File: src/rtl/keypad_digit_buffer.sv
// keypad_digit_buffer
//   Decodes one-hot key codes from the keypad scanner, accumulates up to four
//   BCD digits in an entry buffer ('*' clears, '#' commits) and multiplexes the
//   buffer onto a 4-digit common-cathode 7-segment display.
//
// Parameters
//   SCAN_DIV   clock cycles each display digit stays selected (>= 2)
//
// Ports
//   clk        system clock, rising edge
//   rst        asynchronous active-low reset
//   valid      key-held strobe from the scanner
//   Scan_out   one-hot key code: [8:0]='1'..'9', [9]='*', [10]='0', [11]='#'
//   value      last committed BCD value, digit 3 in [15:12]
//   commit     one-cycle pulse when value is loaded
//   key_err    one-cycle pulse when an accepted code is not one-hot
//   count      digits currently entered (0..4)
//   seg        {dp,g,f,e,d,c,b,a}, active-high, dp always 0
//   digit_sel  one-hot digit enable, bit 0 is the rightmost digit
//
// Build option
//   KEYPAD_BUF_BLANK_EN  when defined, positions >= count are blanked.

module keypad_digit_buffer #(
    parameter int unsigned SCAN_DIV = 50000
) (
    input  logic        clk,
    input  logic        rst,
    input  logic        valid,
    input  logic [11:0] Scan_out,
    output logic [15:0] value,
    output logic        commit,
    output logic        key_err,
    output logic [2:0]  count,
    output logic [7:0]  seg,
    output logic [3:0]  digit_sel
);

    localparam int unsigned DivW = (SCAN_DIV > 1) ? $clog2(SCAN_DIV) : 1;

    typedef enum logic {StIdle, StHeld} press_state_e;

    press_state_e press_state_q, press_state_d;
    logic         press;

    logic [15:0]     buf_q, buf_d;
    logic [2:0]      cnt_q, cnt_d;
    logic [15:0]     value_q, value_d;
    logic            commit_q, commit_d;
    logic            err_q, err_d;
    logic [DivW-1:0] div_q, div_d;
    logic [1:0]      idx_q, idx_d;
    logic [3:0]      sel_q, sel_d;
    logic [7:0]      seg_q, seg_d;

    logic       code_onehot;
    logic [3:0] key_digit;
    logic       div_wrap;

    function automatic logic [7:0] seg7(input logic [3:0] d);
        logic [7:0] s;
        case (d)
            4'd0:    s = 8'h3F;
            4'd1:    s = 8'h06;
            4'd2:    s = 8'h5B;
            4'd3:    s = 8'h4F;
            4'd4:    s = 8'h66;
            4'd5:    s = 8'h6D;
            4'd6:    s = 8'h7D;
            4'd7:    s = 8'h07;
            4'd8:    s = 8'h7F;
            4'd9:    s = 8'h6F;
            default: s = 8'h00;
        endcase
        return s;
    endfunction

    // Press detector: state register / next-state / output.
    always_ff @(posedge clk or negedge rst) begin
        if (!rst) press_state_q <= StIdle;
        else      press_state_q <= press_state_d;
    end

    always_comb begin
        press_state_d = valid ? StHeld : StIdle;
    end

    always_comb begin
        press = valid && (press_state_q == StIdle);
    end

    // Key decode; only meaningful when the code is one-hot.
    always_comb begin
        code_onehot = (Scan_out != 12'd0) && ((Scan_out & (Scan_out - 12'd1)) == 12'd0);
        key_digit   = 4'd0;
        for (int i = 0; i < 9; i++) begin
            if (Scan_out[i]) key_digit = 4'(i + 1);
        end
    end

    // Entry buffer and commit path.
    always_comb begin
        buf_d    = buf_q;
        cnt_d    = cnt_q;
        value_d  = value_q;
        commit_d = 1'b0;
        err_d    = 1'b0;
        if (press) begin
            if (!code_onehot) begin
                err_d = 1'b1;
            end else if (Scan_out[11]) begin
                value_d  = buf_q;
                commit_d = 1'b1;
                buf_d    = 16'd0;
                cnt_d    = 3'd0;
            end else if (Scan_out[9]) begin
                buf_d = 16'd0;
                cnt_d = 3'd0;
            end else begin
                // '0' is bit 10, for which key_digit stays 0.
                buf_d = {buf_q[11:0], key_digit};
                if (cnt_q < 3'd4) cnt_d = cnt_q + 3'd1;
            end
        end
    end

    // Display scan ring.
    always_comb begin
        div_wrap = (div_q == DivW'(SCAN_DIV - 1));
        div_d    = div_wrap ? '0 : div_q + DivW'(1);
        idx_d    = div_wrap ? idx_q + 2'd1 : idx_q;
        sel_d    = 4'b0001 << idx_d;
        // Decode from next-state buffer so seg tracks entry in the same edge.
        seg_d    = seg7(buf_d[{idx_d, 2'b00} +: 4]);
`ifdef KEYPAD_BUF_BLANK_EN
        if ({1'b0, idx_d} >= cnt_d) seg_d = 8'h00;
`endif
    end

    always_ff @(posedge clk or negedge rst) begin
        if (!rst) begin
            buf_q    <= 16'd0;
            cnt_q    <= 3'd0;
            value_q  <= 16'd0;
            commit_q <= 1'b0;
            err_q    <= 1'b0;
            div_q    <= '0;
            idx_q    <= 2'd0;
            sel_q    <= 4'b0001;
            seg_q    <= 8'h00;
        end else begin
            buf_q    <= buf_d;
            cnt_q    <= cnt_d;
            value_q  <= value_d;
            commit_q <= commit_d;
            err_q    <= err_d;
            div_q    <= div_d;
            idx_q    <= idx_d;
            sel_q    <= sel_d;
            seg_q    <= seg_d;
        end
    end

    assign value     = value_q;
    assign commit    = commit_q;
    assign key_err   = err_q;
    assign count     = cnt_q;
    assign seg       = seg_q;
    assign digit_sel = sel_q;

endmodule

File: config.mk
export PLATFORM = sky130hd
export DESIGN_NAME = keypad_digit_buffer
export DESIGN_NICKNAME = d
export VERILOG_FILES = /design/src/rtl/keypad_digit_buffer.sv
export SDC_FILE = /design/constraint.sdc
export NUM_CORES = 1
export LEC_CHECK = 0
export CORE_MARGIN = 10
export CORE_UTILIZATION = 28
export DETAILED_ROUTE_END_ITERATION = 10
export PLACE_DENSITY_LB_ADDON = 0.25
export SLEW_MARGIN = 25
export SYNTH_ARGS = -nofsm -noshare
export SYNTH_HDL_FRONTEND = slang
export SYNTH_SLANG_ARGS = --single-unit
File: constraint.sdc
create_clock -name clk -period 4 [get_ports clk]
set_input_delay 0.8 -clock clk [delete_from_list [all_inputs] [get_ports clk]]
set_output_delay 0.8 -clock clk [all_outputs]
set_load 0.05 [all_outputs]
==> flow_metrics.py <==
metrics = {
    "finish": {
        "drive_gt1_frac": 0.143,
        "fin_nets": 445,
        "diodes": 0,
        "instances_no_fill": 570,
        "area_growth_pct": 33.7,
    },
    "floorplanning": {
        "num_io_pins": 48,
        "dieArea_sq_um": 16800,
        "core_sq_um": 11600,
        "die_w_microns": 129,
        "start_util": 0.290,
        "dieHeight_microns": 129,
        "std_cell_rows": 39,
    },
    "synth": {
        "synth_edf_count": 0,
        "synth_top_area_share": 0.492,
        "yosysWarnings": 0,
        "ys_types": 55,
        "yosysMostFrequentCell": "nand2_1",
        "yosys-top-cells-area": "dfrtp_1, nand2_1, mux2i_1",
        "syn_area_sq_um": 3360,
        "synth_ff_type": "dfrtp_1",
        "netlist_instances": 351,
        "synthesis.nets": 374,
        "synth_common_cells": "nand2_1, dfrtp_1, nor2_1",
        "synth_top_area_cell": "dfrtp_1",
        "ys_seq_elements": 67,
        "synth.avg_cell_area_sq_um": 9.56,
        "synthArstFlopShare": 1.00,
        "seq_area_frac_synth": 0.500,
    },
    "hold_path": {
        "hold_class": "reg -> reg",
        "whs_path_depth": 1,
    },
    "route": {
        "num_vias": 2640,
        "drt_first_pass_iters": 4,
        "viasPerCell": 4.63,
        "postRouteAntennaNets": 0,
        "drc": 0,
        "wl_per_cell_microns": 14.0,
        "drt-initial-drc-count": 131,
        "finalWirelength_microns": 7960,
    },
    "timing": {
        "tightest_slew_ps": 652,
        "drv_slew": 0,
        "hold_violations": 0,
        "max_freq_ghz": 0.265,
        "hold-worst-slack_ps": 452,
        "period_share": 0.945,
        "setup_viol": 0,
        "finClkSkew_ps": 7.02,
        "finalCriticalPeriod_ps": 3780,
        "rsz0062_at_grt": "no",
        "max_slew_margin": 0.562,
    },
    "cts": {
        "holdBufCountCts": 0,
        "cts_root_buf": "clkbuf_16",
        "clock_latency_ps": 330,
        "clk_pin_slew_ps": 50,
        "htreeDepth": 3,
        "cts_buffers": 9,
        "clock-sinks": 67,
        "cts.path.max_buffers": 2,
        "cts_tree": "built",
        "postCtsSetupRepairBufs": 0,
    },
    "global_route": {
        "grt_pass1_vias": 2692,
        "grt_start_max_net_pins": 68,
        "grt_usage": 0.0972,
        "grt_pass1_wl_microns": 13100,
        "grt_overflow": 0,
        "antenna_found_initial": 0,
    },
    "power_and_ir_drop": {
        "irDropWorstVdd_uv": 143,
        "power_uw": 1590,
        "power.density_nw_per_um2": 355,
        "p_leak_uw": 0.00207,
    },
    "worst_setup_path": {
        "critical_path_peak_fanout": 6,
        "r2r_cells": 12,
        "endpoint_kind": "register",
        "worstPathArrival_ps": 3990,
        "required_ps": 4220,
        "cp-start-kind": "input pin",
        "criticalPathCategory": "in -> reg",
    },
    "placed_design": {
        "io_buffers": 46,
        "dp.cells": 554,
        "hpwl_microns": 5930,
        "gp_congestion": 0.812,
    },
    "flow_run": {
        "max-cap-violations": 0,
    },
    "run_status": {
        "status": "finished clean",
    },
}
final cells by class:
cell class,count,area (sq um)
fillers,1149,7080
repair buffers,75,711
well taps,143,179
clock buffers,11,243
multi-input cells,253,1540
clock inverters,5,77.6
inverters,16,60.1
flip-flops and latches,67,1680
worst max-delay path, cell delays in order:
cell and delay, ps:
clkdlybuf4s50_1 420, or4_4 580, o31ai_1 260, o2111ai_1 210
or3_1 480, buf_4 190, mux2i_1 150, nor4_4 290
inv_2 70, ha_1 180, and3_1 140, a211o_1 220
stage by stage:
step	instance area [sq um]	util	TNS [ps]	setup WS (ps)
final	4490	0.388	0	222
after global routing	4490	0.388	0	42.0
after CTS	4480	0.388	0	161
after detailed placement	4160	0.360	-738	-179
after global placement	4160	0.360	-219	-91.0
after floorplan	3360	-	0	289
layout by cell type (no fill, tap or decap), types with 3 or more instances in the layout:
cell	count
dfrtp_1	66
nand3_1	11
o21ai_0	18
buf_4	26
a21oi_1	7
xnor2_1	7
nor3_1	12
nor2_1	21
or2_2	3
mux2_2	3
or3_1	5
o22ai_1	3
nand2_1	81
buf_12	3
mux2i_1	13
o211ai_1	3
ha_1	8
xor2_1	9
clkdlybuf4s50_1	45
clkbuf_16	9
inv_1	14
and3_1	8
and2_1	3
timing repair:
action | in CTS | in global routing
endpoints found under the hold margin | 0 | 0
gates resized for setup | 0 | 2
endpoints found under the setup margin | 0 | 3
registers in the layout (all words and copies together), names as in the netlist:
| register | count |
|---|---|
| buf_q | 16 |
| seg | 7 |
| commit | 1 |
| idx_q | 2 |
| key_err | 1 |
| digit_sel | 4 |
| div_q | 16 |
| value | 16 |
| press_state_q | 1 |
| count | 3 |
logic make-up (layout without fill, tap and decap cells):
group,Yosys count,after routing,synth area share
compound gates,48,48,0.0966
xor+xnor,16,16,0.0418
fa+ha+maj,10,10,0.0358
buf+inv,31,107,0.0425
flops,67,67,0.500
mux,18,18,0.0578
other cells,1,1,0.00112
simple gates,160,160,0.224
power by group:
part | switching (uW) | internal, uW | total (uW)
Clock | 283 | 560 | 843
Sequential | 0.750 | 680 | 681
Combinational | 39.0 | 28.8 | 67.7
path summary, 6_finish.rpt:
| check | start | end | slack [ps] |
|---|---|---|---|
| hold reg to reg | div_q[0]$_DFF_PN0_ | div_q[0]$_DFF_PN0_ | 450 |
| hold / removal | div_q[0]$_DFF_PN0_ | div_q[0]$_DFF_PN0_ | 450 |
| max in group asynchronous | rst | digit_sel[0]$_DFF_PN1_ | 3180 |
| min in group asynchronous | rst | seg[0]$_DFF_PN0_ | 480 |
| setup reg to reg | div_q[0]$_DFF_PN0_ | seg[4]$_DFF_PN0_ | 720 |
| setup / recovery | Scan_out[0] | seg[4]$_DFF_PN0_ | 220 |
metal layers:
metal | wire (microns) | up-vias | global-route usage
met5 | 0 | - | 0
met1 | 3880 | 1240 | 0.123
met2 | 3560 | 52 | 0.150
li1 | - | 1338 | -
met3 | 385 | 10 | 0.0220
met4 | 138 | 0 | 0.0556
No activity file was read; power rests on OpenSTA's default activity.
